**src/rtl/seq_det_arb_pkg.sv**
```systemverilog
// seq_det_arb_pkg: shared state encoding and default sizing for the detector arbiter
package seq_det_arb_pkg;
  typedef enum logic [1:0] {IDLE = 2'd0, CLEAR = 2'd1, STREAM = 2'd2, REPORT = 2'd3} state_t;
  localparam int NREQ_D = 4;
  localparam int FRAME_LEN_D = 16;
  localparam int CNT_W_D = 8;
endpackage

```
**src/rtl/seq_det_arbiter_if.sv**
```systemverilog
// seq_det_arbiter_if: requester channels, shared-detector hookup and frame report bundle
interface seq_det_arbiter_if import seq_det_arb_pkg::*; #(
  parameter int NREQ = NREQ_D,
  parameter int CNT_W = CNT_W_D
);
  localparam int IW = $clog2(NREQ);
  logic [NREQ-1:0] req, bit_in, gnt;
  logic det_rst, det_seq, det_out, frame_done, hit;
  logic [IW-1:0] done_id;
  logic [CNT_W-1:0] hit_cnt;
  modport master (
    input req, bit_in, det_out,
    output gnt, det_rst, det_seq, frame_done, done_id, hit, hit_cnt
  );
  modport slave (
    output req, bit_in, det_out,
    input gnt, det_rst, det_seq, frame_done, done_id, hit, hit_cnt
  );
endinterface

```
**src/rtl/seq_det_arbiter_rr_pick.sv**
```systemverilog
// rr_pick: first set request at or after ptr, wrapping around
module rr_pick #(
  parameter int NREQ = 4,
  parameter int IW = $clog2(NREQ)
) (
  input  logic [NREQ-1:0] req,
  input  logic [IW-1:0]   ptr,
  output logic            valid,
  output logic [IW-1:0]   idx
);
  assign valid = |req;
  always_comb begin
    idx = '0;
    for (int k = NREQ - 1; k >= 0; k--)
      if (req[(int'(ptr) + k) % NREQ]) idx = IW'((int'(ptr) + k) % NREQ);
  end
endmodule

```
**src/rtl/seq_det_arbiter.sv**
```systemverilog
// seq_det_arbiter: round-robin sharing of one serial sequence detector across NREQ framed streams.
// Define SEQ_DET_ARB_HITCNT_EN to build the saturating per-frame hit counter (hit_cnt is 0 otherwise).
module seq_det_arbiter import seq_det_arb_pkg::*; #(
  parameter int NREQ = NREQ_D,
  parameter int FRAME_LEN = FRAME_LEN_D,
  parameter int CNT_W = CNT_W_D
) (
  input logic clk,
  input logic rst,
  seq_det_arbiter_if.master bus
);
  localparam int IW = $clog2(NREQ);
  localparam int BW = FRAME_LEN > 1 ? $clog2(FRAME_LEN) : 1;
  state_t state, nxt;
  logic [IW-1:0] ptr, id, pick;
  logic pick_v, last, hit_acc;
  logic [BW-1:0] bcnt;
  rr_pick #(.NREQ(NREQ)) u_pick (.req(bus.req), .ptr(ptr), .valid(pick_v), .idx(pick));
  assign last = state == STREAM && bcnt == BW'(FRAME_LEN - 1);
  always_comb begin
    nxt = state;
    nxt = state == IDLE ? (pick_v ? CLEAR : IDLE) :
          state == CLEAR ? STREAM :
          state == STREAM ? (last ? REPORT : STREAM) : IDLE;
  end
  assign bus.gnt = state == STREAM ? NREQ'(1) << id : '0;
  assign bus.det_rst = state == CLEAR;
  assign bus.frame_done = state == REPORT;
  assign bus.det_seq = state == STREAM && bus.bit_in[id];
  // report registers load on the final bit edge so they are valid alongside frame_done
  always_ff @(posedge clk or negedge rst)
    if (!rst) begin
      state <= IDLE;
      ptr <= '0;
      id <= '0;
      bcnt <= '0;
      hit_acc <= 1'b0;
      bus.done_id <= '0;
      bus.hit <= 1'b0;
    end else begin
      state <= nxt;
      if (state == IDLE && pick_v) id <= pick;
      if (state == CLEAR) begin
        bcnt <= '0;
        hit_acc <= 1'b0;
      end
      if (state == STREAM) begin
        bcnt <= bcnt + 1'b1;
        hit_acc <= hit_acc | bus.det_out;
      end
      if (last) begin
        bus.done_id <= id;
        bus.hit <= hit_acc | bus.det_out;
        ptr <= id == IW'(NREQ - 1) ? '0 : id + 1'b1;
      end
    end
`ifdef SEQ_DET_ARB_HITCNT_EN
  logic [CNT_W-1:0] cnt_acc, cnt_n;
  assign cnt_n = &cnt_acc ? cnt_acc : cnt_acc + CNT_W'(bus.det_out);
  always_ff @(posedge clk or negedge rst)
    if (!rst) begin
      cnt_acc <= '0;
      bus.hit_cnt <= '0;
    end else begin
      if (state == CLEAR) cnt_acc <= '0;
      if (state == STREAM) cnt_acc <= cnt_n;
      if (last) bus.hit_cnt <= cnt_n;
    end
`else
  assign bus.hit_cnt = '0;
`endif
endmodule

```
**src/flat_wrapper.sv**
```systemverilog
// flat-port wrapper written by rule: the top's interface ports become plain ports
module seq_det_arbiter_flat import seq_det_arb_pkg::*;
#(
  parameter int NREQ = NREQ_D,
  parameter int FRAME_LEN = FRAME_LEN_D,
  parameter int CNT_W = CNT_W_D
)
  (clk, rst, bus_req, bus_bit_in, bus_det_out, bus_gnt, bus_det_rst, bus_det_seq, bus_frame_done, bus_done_id, bus_hit, bus_hit_cnt);
  seq_det_arbiter_if #(.NREQ(NREQ), .CNT_W(CNT_W)) bus_i ();
  input logic clk;
  input logic rst;
  input wire logic [$bits(bus_i.req)-1:0] bus_req;
  input wire logic [$bits(bus_i.bit_in)-1:0] bus_bit_in;
  input wire logic [$bits(bus_i.det_out)-1:0] bus_det_out;
  output wire logic [$bits(bus_i.gnt)-1:0] bus_gnt;
  output wire logic [$bits(bus_i.det_rst)-1:0] bus_det_rst;
  output wire logic [$bits(bus_i.det_seq)-1:0] bus_det_seq;
  output wire logic [$bits(bus_i.frame_done)-1:0] bus_frame_done;
  output wire logic [$bits(bus_i.done_id)-1:0] bus_done_id;
  output wire logic [$bits(bus_i.hit)-1:0] bus_hit;
  output wire logic [$bits(bus_i.hit_cnt)-1:0] bus_hit_cnt;
  assign bus_i.req = bus_req;
  assign bus_i.bit_in = bus_bit_in;
  assign bus_i.det_out = bus_det_out;
  assign bus_gnt = bus_i.gnt;
  assign bus_det_rst = bus_i.det_rst;
  assign bus_det_seq = bus_i.det_seq;
  assign bus_frame_done = bus_i.frame_done;
  assign bus_done_id = bus_i.done_id;
  assign bus_hit = bus_i.hit;
  assign bus_hit_cnt = bus_i.hit_cnt;
  seq_det_arbiter #(.NREQ(NREQ), .FRAME_LEN(FRAME_LEN), .CNT_W(CNT_W)) u_core (.clk(clk), .rst(rst), .bus(bus_i));
endmodule
```
**config.mk**
```make
export PLATFORM = sky130hd
export DESIGN_NAME = seq_det_arbiter_flat
export DESIGN_NICKNAME = d
export VERILOG_FILES = /design/src/rtl/seq_det_arb_pkg.sv /design/src/rtl/seq_det_arbiter_if.sv /design/src/rtl/seq_det_arbiter_rr_pick.sv /design/src/rtl/seq_det_arbiter.sv /design/src/flat_wrapper.sv
export SDC_FILE = /design/constraint.sdc
export NUM_CORES = 1
export LEC_CHECK = 0
export ABC_AREA = 1
export ABC_CLOCK_PERIOD_IN_PS = 4000
export CORE_MARGIN = 2
export CORE_UTILIZATION = 50
export DETAILED_ROUTE_END_ITERATION = 10
export GPL_ROUTABILITY_DRIVEN = 1
export MAX_ROUTING_LAYER = met4
export PLACE_DENSITY = 0.9
export SETUP_SLACK_MARGIN = 0.4
export SYNTH_ARGS = -nofsm -noshare
export SYNTH_HDL_FRONTEND = slang
export SYNTH_SLANG_ARGS = --single-unit
```
**constraint.sdc**
```tcl
create_clock -name clk -period 4 [get_ports clk]
set_input_delay 1 -clock clk [delete_from_list [all_inputs] [get_ports clk]]
set_output_delay 1 -clock clk [all_outputs]
set_load 0.005 [all_outputs]
```
# Word level (Yosys, flattened, before mapping)
# Index checks and enable logic that the tools add are counted.
# classes
n_addsub	5
shifts	1
mux	28
mul	0
order_cmp	5
reduce_logical	9
n_bitwise	4
n_eq_ne	5
div	0
# op_table
op	n
two-way mux 2 bit	8
< comparator 3 x 4 -> 1 bit (second input constant)	3
two-way mux 1 bit	12
two-way mux 4 bit	3
binary-select mux 1 bit (select 2 bit)	5
== test 2 bit (second input constant)	3
< comparator 2 x 3 -> 1 bit (second input constant)	2
OR reduction 2 bit	3
adder 2 x 1 -> 2 bit (second input constant)	2
adder 2 bit (second input constant)	2
adder 4 x 1 -> 4 bit (second input constant)	1
== test 4 bit (second input constant)	1
OR reduction 4 bit	1
<< shifter 1 x 2 -> 4 bit (first input constant)	1
bitwise AND 1 bit (first input constant)	3
logical AND 1 bit	3
== test 2 x 1 -> 1 bit (second input constant)	1
zero test 2 bit	1
nonzero test 2 bit	1
OR 1 bit	1
# word_totals
wordCells	64
ram_bits	0
mem_count	0
rom_bits	0
latchBits	0
reg_bits	14
input_bits	11

# Depth between registers and ports, before layout
# logic_depth
depth_word	10
mapped_depth	10
ltp_nobuf	9

# Cells and area by module
# Synthesis repeated with hierarchy kept, for this count alone.
# unflattened
hier_cells	147
hier_area_um2	1061.0
# by_module_without_submodules
mod	area_each_um2	cells_each	instances
seq_det_arbiter	872.1	101	1
rr_pick	188.9	46	1

# Least setup slack after synthesis
# OpenSTA, ideal clock, no wires.
# synth_timing
path_kind	in2out
from	input port bus_bit_in[0]
to	output port bus_det_seq
path_buffers	0
arrival_time_ns	1.363
required_time_ns	3.000
cell_stages	4
setup_slack_ns	1.637
path_cell_list	nor2_1 -> nor2_1 -> o21ai_0 -> a21boi_0
# synth_via
elab_chain_cells	3
# synth_lines
item	line_no	text
start: declaration	flat_wrapper.sv:13	input wire logic [$bits(bus_i.bit_in)-1:0] bus_bit_in;
binary-select mux 1 bit (select 2 bit)	seq_det_arbiter.sv:29	assign bus.det_seq = state == STREAM && bus.bit_in[id];
two-way mux 1 bit (implied by the code)	seq_det_arbiter.sv:29	
logical AND 1 bit	seq_det_arbiter.sv:29	
end: declaration	flat_wrapper.sv:17	output wire logic [$bits(bus_i.det_seq)-1:0] bus_det_seq;
# Every way passes these cells. The select of a mux whose other input is x is not followed.

# Worst setup path after layout
# layout_timing
from	input port bus_bit_in[2]
to	output port bus_det_seq
# The elaborated chain is that of the path after synthesis.

==> metrics.txt <==
# TYPE chip_impl_metric gauge
chip_impl_info{name="status",value="completed"} 1
chip_impl_info{name="crit_path_start",value="bus_bit_in[2]"} 1
chip_impl_metric{name="cp_num_buf_inv",unit=""} 2
chip_impl_metric{name="hold_path_depth",unit=""} 2
chip_impl_info{name="cp_slowest_cell",value="clkdlybuf4s50_1"} 1
chip_impl_metric{name="place.gp.congestion",unit=""} 0.823
chip_impl_metric{name="fp.dieW",unit="microns"} 48.7
chip_impl_metric{name="setup-tns-final",unit="ps"} 0
chip_impl_metric{name="grt.total_usage",unit="%"} 20.4
chip_impl_metric{name="avgViaCountPerCell",unit=""} 4.99
chip_impl_metric{name="path_clk_slew",unit="ps"} 80
chip_impl_info{name="ys_dominant_reg_cell",value="dfrtp_1"} 1
chip_impl_info{name="clock_tree_from_tritoncts",value="built"} 1
chip_impl_metric{name="grt_pass1_wl",unit="mm"} 3.75
chip_impl_info{name="post_synth_main_area_contributors",value="dfrtp_1 (35%), ha_1 (11%), nand2_1 (10%)"} 1
chip_impl_metric{name="antenna_left",unit=""} 0
chip_impl_metric{name="routedWlPerCell",unit="microns"} 11.5
chip_impl_metric{name="top_level_ports",unit=""} 29
chip_impl_metric{name="synth_top_area_share",unit="%"} 35.1
chip_impl_info{name="worst_hold_startpoint",value="u_core.bus.hit$_DFFE_PN0P_"} 1
chip_impl_metric{name="design_area",unit="sq um"} 1200
chip_impl_metric{name="post_route_cells_drive_above_1_share",unit="%"} 7.74
chip_impl_metric{name="maximum_clock_rate",unit="GHz"} 0.298
chip_impl_metric{name="antenna_found_initial",unit=""} 0
chip_impl_metric{name="grt_pass1_vias",unit=""} 940
chip_impl_metric{name="setup_viol",unit=""} 0
chip_impl_metric{name="place.port_buffers",unit=""} 20
chip_impl_metric{name="synthesis.yosys.warnings",unit=""} 0
chip_impl_metric{name="core",unit="sq um"} 1920
chip_impl_metric{name="cts_hold_buf",unit=""} 0
chip_impl_metric{name="critPathRequiredTime",unit="ps"} 3000
chip_impl_metric{name="floorplan.initialDensity",unit="%"} 52.0
chip_impl_metric{name="p_comb_share",unit="%"} 49.0
chip_impl_metric{name="min_period_over_period",unit="%"} 84.0
chip_impl_metric{name="post-cts-setup-buffer-count",unit=""} 0
chip_impl_info{name="setup.worst_path.end_class",value="primary output"} 1
chip_impl_metric{name="total_via_count_after_detailed_routing",unit=""} 909
chip_impl_metric{name="grt_start_max_net_pins",unit=""} 15
chip_impl_metric{name="cts_repair_resize_count",unit=""} 0
chip_impl_metric{name="finalHoldWorstSlack",unit="ps"} 496
chip_impl_metric{name="switchingPower",unit="uW"} 240
chip_impl_metric{name="power",unit="uW"} 586
chip_impl_metric{name="finish.net_count",unit=""} 177
chip_impl_metric{name="filler_cell_count",unit=""} 175
chip_impl_metric{name="power.density",unit="nW/um^2"} 488
chip_impl_metric{name="timing.critical_path.slowest_cell_delay",unit="ps"} 530
chip_impl_metric{name="row_count",unit=""} 16
chip_impl_info{name="min_path_type",value="reg -> reg"} 1
chip_impl_metric{name="yosysUniqueCellTypes",unit=""} 28
chip_impl_metric{name="postSynthCellCount",unit=""} 136
chip_impl_metric{name="fin_skew",unit="ps"} 1.15
chip_impl_metric{name="cp.depth",unit=""} 6
chip_impl_metric{name="synth_enable_flop_cells",unit=""} 0
chip_impl_metric{name="post_synthesis_instance_area",unit="sq um"} 998
chip_impl_metric{name="cts-root-to-sink-buffers",unit=""} 2
chip_impl_metric{name="power.share.switching",unit="%"} 41.0
chip_impl_metric{name="postPlaceCellArea",unit="sq um"} 1180
chip_impl_metric{name="sequential_cell_area_in_the_final_layout",unit="sq um"} 350
chip_impl_metric{name="routed_wl",unit="mm"} 2.10
chip_impl_metric{name="clock_sink_count",unit=""} 14
chip_impl_metric{name="timing.final.hold_violations",unit=""} 0
chip_impl_metric{name="p_clk_share",unit="%"} 13.6
chip_impl_metric{name="clock_latency_on_the_worst_skew_pair",unit="ps"} 280
chip_impl_info{name="timing.critical_path.cells",value="clkdlybuf4s50_1, nor2_1, nor2_1, o21ai_0, a21boi_0, clkdlybuf4s50_1"} 1
chip_impl_info{name="post_synth_top_cells",value="nand2_1 (27), inv_1 (19), nor2_1 (15)"} 1
chip_impl_metric{name="number_of_optimization_iterations_in_the_first_detailed_route_pass",unit=""} 6
chip_impl_info{name="path_class",value="in -> out"} 1
chip_impl_metric{name="area_growth",unit="%"} 20.2
chip_impl_metric{name="detail_route.drc_violations",unit=""} 0
chip_impl_info{name="kind_of_cell_with_the_highest_combined_delay_on_the_critical_path",value="buffers and inverters"} 1
chip_impl_info{name="ctsRootBufferMaster",value="clkbuf_4"} 1
chip_impl_metric{name="grt_overflow",unit=""} 0
chip_impl_info{name="startpoint_type",value="input pin"} 1
chip_impl_metric{name="min_period",unit="ps"} 3360
chip_impl_metric{name="ys_async_sr_fraction",unit="%"} 100
chip_impl_metric{name="slew_headroom",unit="%"} 59.8
chip_impl_metric{name="clock_tree.htree_level_count",unit=""} 1
chip_impl_metric{name="cts_inserted_buffers",unit=""} 3
chip_impl_metric{name="timing.critical_path.arrival",unit="ps"} 2360
chip_impl_metric{name="sequential_to_total_area_share_from_yosys_stat",unit="%"} 35.1
chip_impl_info{name="crit-reg2reg-launch",value="u_core.state[0]$_DFF_PN0_"} 1
chip_impl_metric{name="diodes",unit=""} 0
chip_impl_metric{name="ys_seq_elements",unit=""} 14
chip_impl_metric{name="multi_input_combinational_cell_area",unit="sq um"} 503
chip_impl_metric{name="seq_power_share",unit="%"} 37.3
chip_impl_metric{name="area_enclosed_by_the_die_boundary",unit="sq um"} 2370
chip_impl_metric{name="dieHeight",unit="microns"} 48.7
chip_impl_metric{name="slew_violations",unit=""} 0
chip_impl_metric{name="cellInternalPower",unit="uW"} 346
chip_impl_info{name="synth.most_common_cell",value="nand2_1"} 1
chip_impl_info{name="synthDominantAreaCellType",value="dfrtp_1"} 1
chip_impl_metric{name="place.detailed.hpwl",unit="mm"} 1.65
chip_impl_metric{name="average_cell_area_after_synthesis",unit="sq um"} 7.34
chip_impl_metric{name="worstPathMaxFanout",unit=""} 1
chip_impl_metric{name="number_of_drc_violations_after_detailed_routing_iteration_0",unit=""} 28
chip_impl_metric{name="max_slew.worst_pin.slew",unit="ps"} 602
chip_impl_info{name="grt_setup_unrepaired",value="no"} 1
chip_impl_metric{name="drv.max_cap_violation_count",unit=""} 0
chip_impl_metric{name="ir_drop",unit="mV"} 0.282
chip_impl_metric{name="timing.reg2reg.worst_path_depth",unit=""} 6
chip_impl_metric{name="static-leakage-power",unit="nW"} 0.632
-- cell families after synthesis --
group / share of synthesized area [%]
XOR/XNOR: 0.877
flip-flops: 35.1
other: 0.376
AO/OA/AOI/OAI: 8.40
AND/OR/NAND/NOR: 26.8
adder cells (fa/ha/maj): 11.3
buffers and inverters: 17.2
-- flip-flops by register name, indices dropped and copies added, names as in the netlist --
name,cells
u_core.bcnt,4
u_core.bus.done_id,2
u_core.id,2
u_core.ptr,2
u_core.state,2
u_core.bus.hit,1
u_core.hit_acc,1
-- path summary, 6_finish.rpt --
| path | to | slack, ps |
|---|---|---|
| worst max register to register | u_core.ptr[1]$_DFFE_PN0P_ | 2360 |
| max in group asynchronous | u_core.state[1]$_DFF_PN0_ | 2520 |
| min in group asynchronous | u_core.bus.done_id[0]$_DFFE_PN0P_ | 1090 |
| worst min register to register | u_core.bus.hit$_DFFE_PN0P_ | 500 |
| worst min-delay path | u_core.bus.hit$_DFFE_PN0P_ | 500 |
| worst max-delay path | bus_det_seq | 640 |
-- power groups by stage --
stage | clock [mW] | combinational, mW | sequential, mW
2_1_floorplan | 0 | 0.197 | 0.209
3_3_place_gp | 0 | 0.276 | 0.217
6_report | 0.0799 | 0.287 | 0.219
3_5_place_dp | 0 | 0.286 | 0.220
4_1_cts | 0.0824 | 0.289 | 0.219
5_1_grt | 0.0872 | 0.333 | 0.225
-- through the flow --
stage / utilization (%) / std cells / setup WS, ps
floorplan: - / 143 / 1640
global placement: 61.3 / 179 / 679
detailed placement: 61.3 / 179 / 636
CTS: 62.4 / 182 / 639
global route: 62.4 / 182 / 477
finish: 62.4 / 182 / 639
-- cell type report --
cell class / instances / share of cell area [%]
clock buffers: 3 / 1.88
inverters: 23 / 7.51
multi-input cells: 95 / 41.9
flip-flops and latches: 14 / 29.2
well taps: 27 / 2.82
repair buffers: 20 / 16.7
-- layer usage --
layer | vias to the layer above | track usage [%] | part of all wire, %
met4 | 0 | 8.57 | 1.8
met5 | - | - | 0
met2 | 38 | 37.2 | 54
li1 | 442 | - | -
met3 | 10 | 4.01 | 5.1
met1 | 419 | 21.4 | 39
-- worst reg2reg max path: cells and delay by family, from the launching register on --
kind	cells	cell delay, ps
compound gates	1	80
fa+ha+maj	1	340
buf+inv	2	330
flops	1	410
simple gates	2	390
-- cells in the final DEF, fill, tap and decap left out --
| master | instances |
|---|---|
| ha_1 | 9 |
| clkinv_1 | 1 |
| nand2_2 | 3 |
| inv_1 | 19 |
| a21oi_1 | 4 |
| o21ai_0 | 6 |
| o31ai_1 | 1 |
| dfrtp_1 | 14 |
| inv_2 | 1 |
| inv_4 | 1 |
| clkdlybuf4s50_1 | 20 |
| nand2_1 | 27 |
| conb_1 | 8 |
| nand3_1 | 11 |
| o21ai_1 | 1 |
| or2_2 | 1 |
| a21boi_0 | 1 |
| and2_1 | 1 |
| nor2_1 | 15 |
| xnor2_1 | 1 |
| nor3_1 | 1 |
| nand4_1 | 1 |
| nor2_2 | 2 |
| clkbuf_4 | 3 |
| clkinv_2 | 1 |
| o22ai_1 | 1 |
| o211ai_1 | 1 |
(Power assumes the default switching activity.)
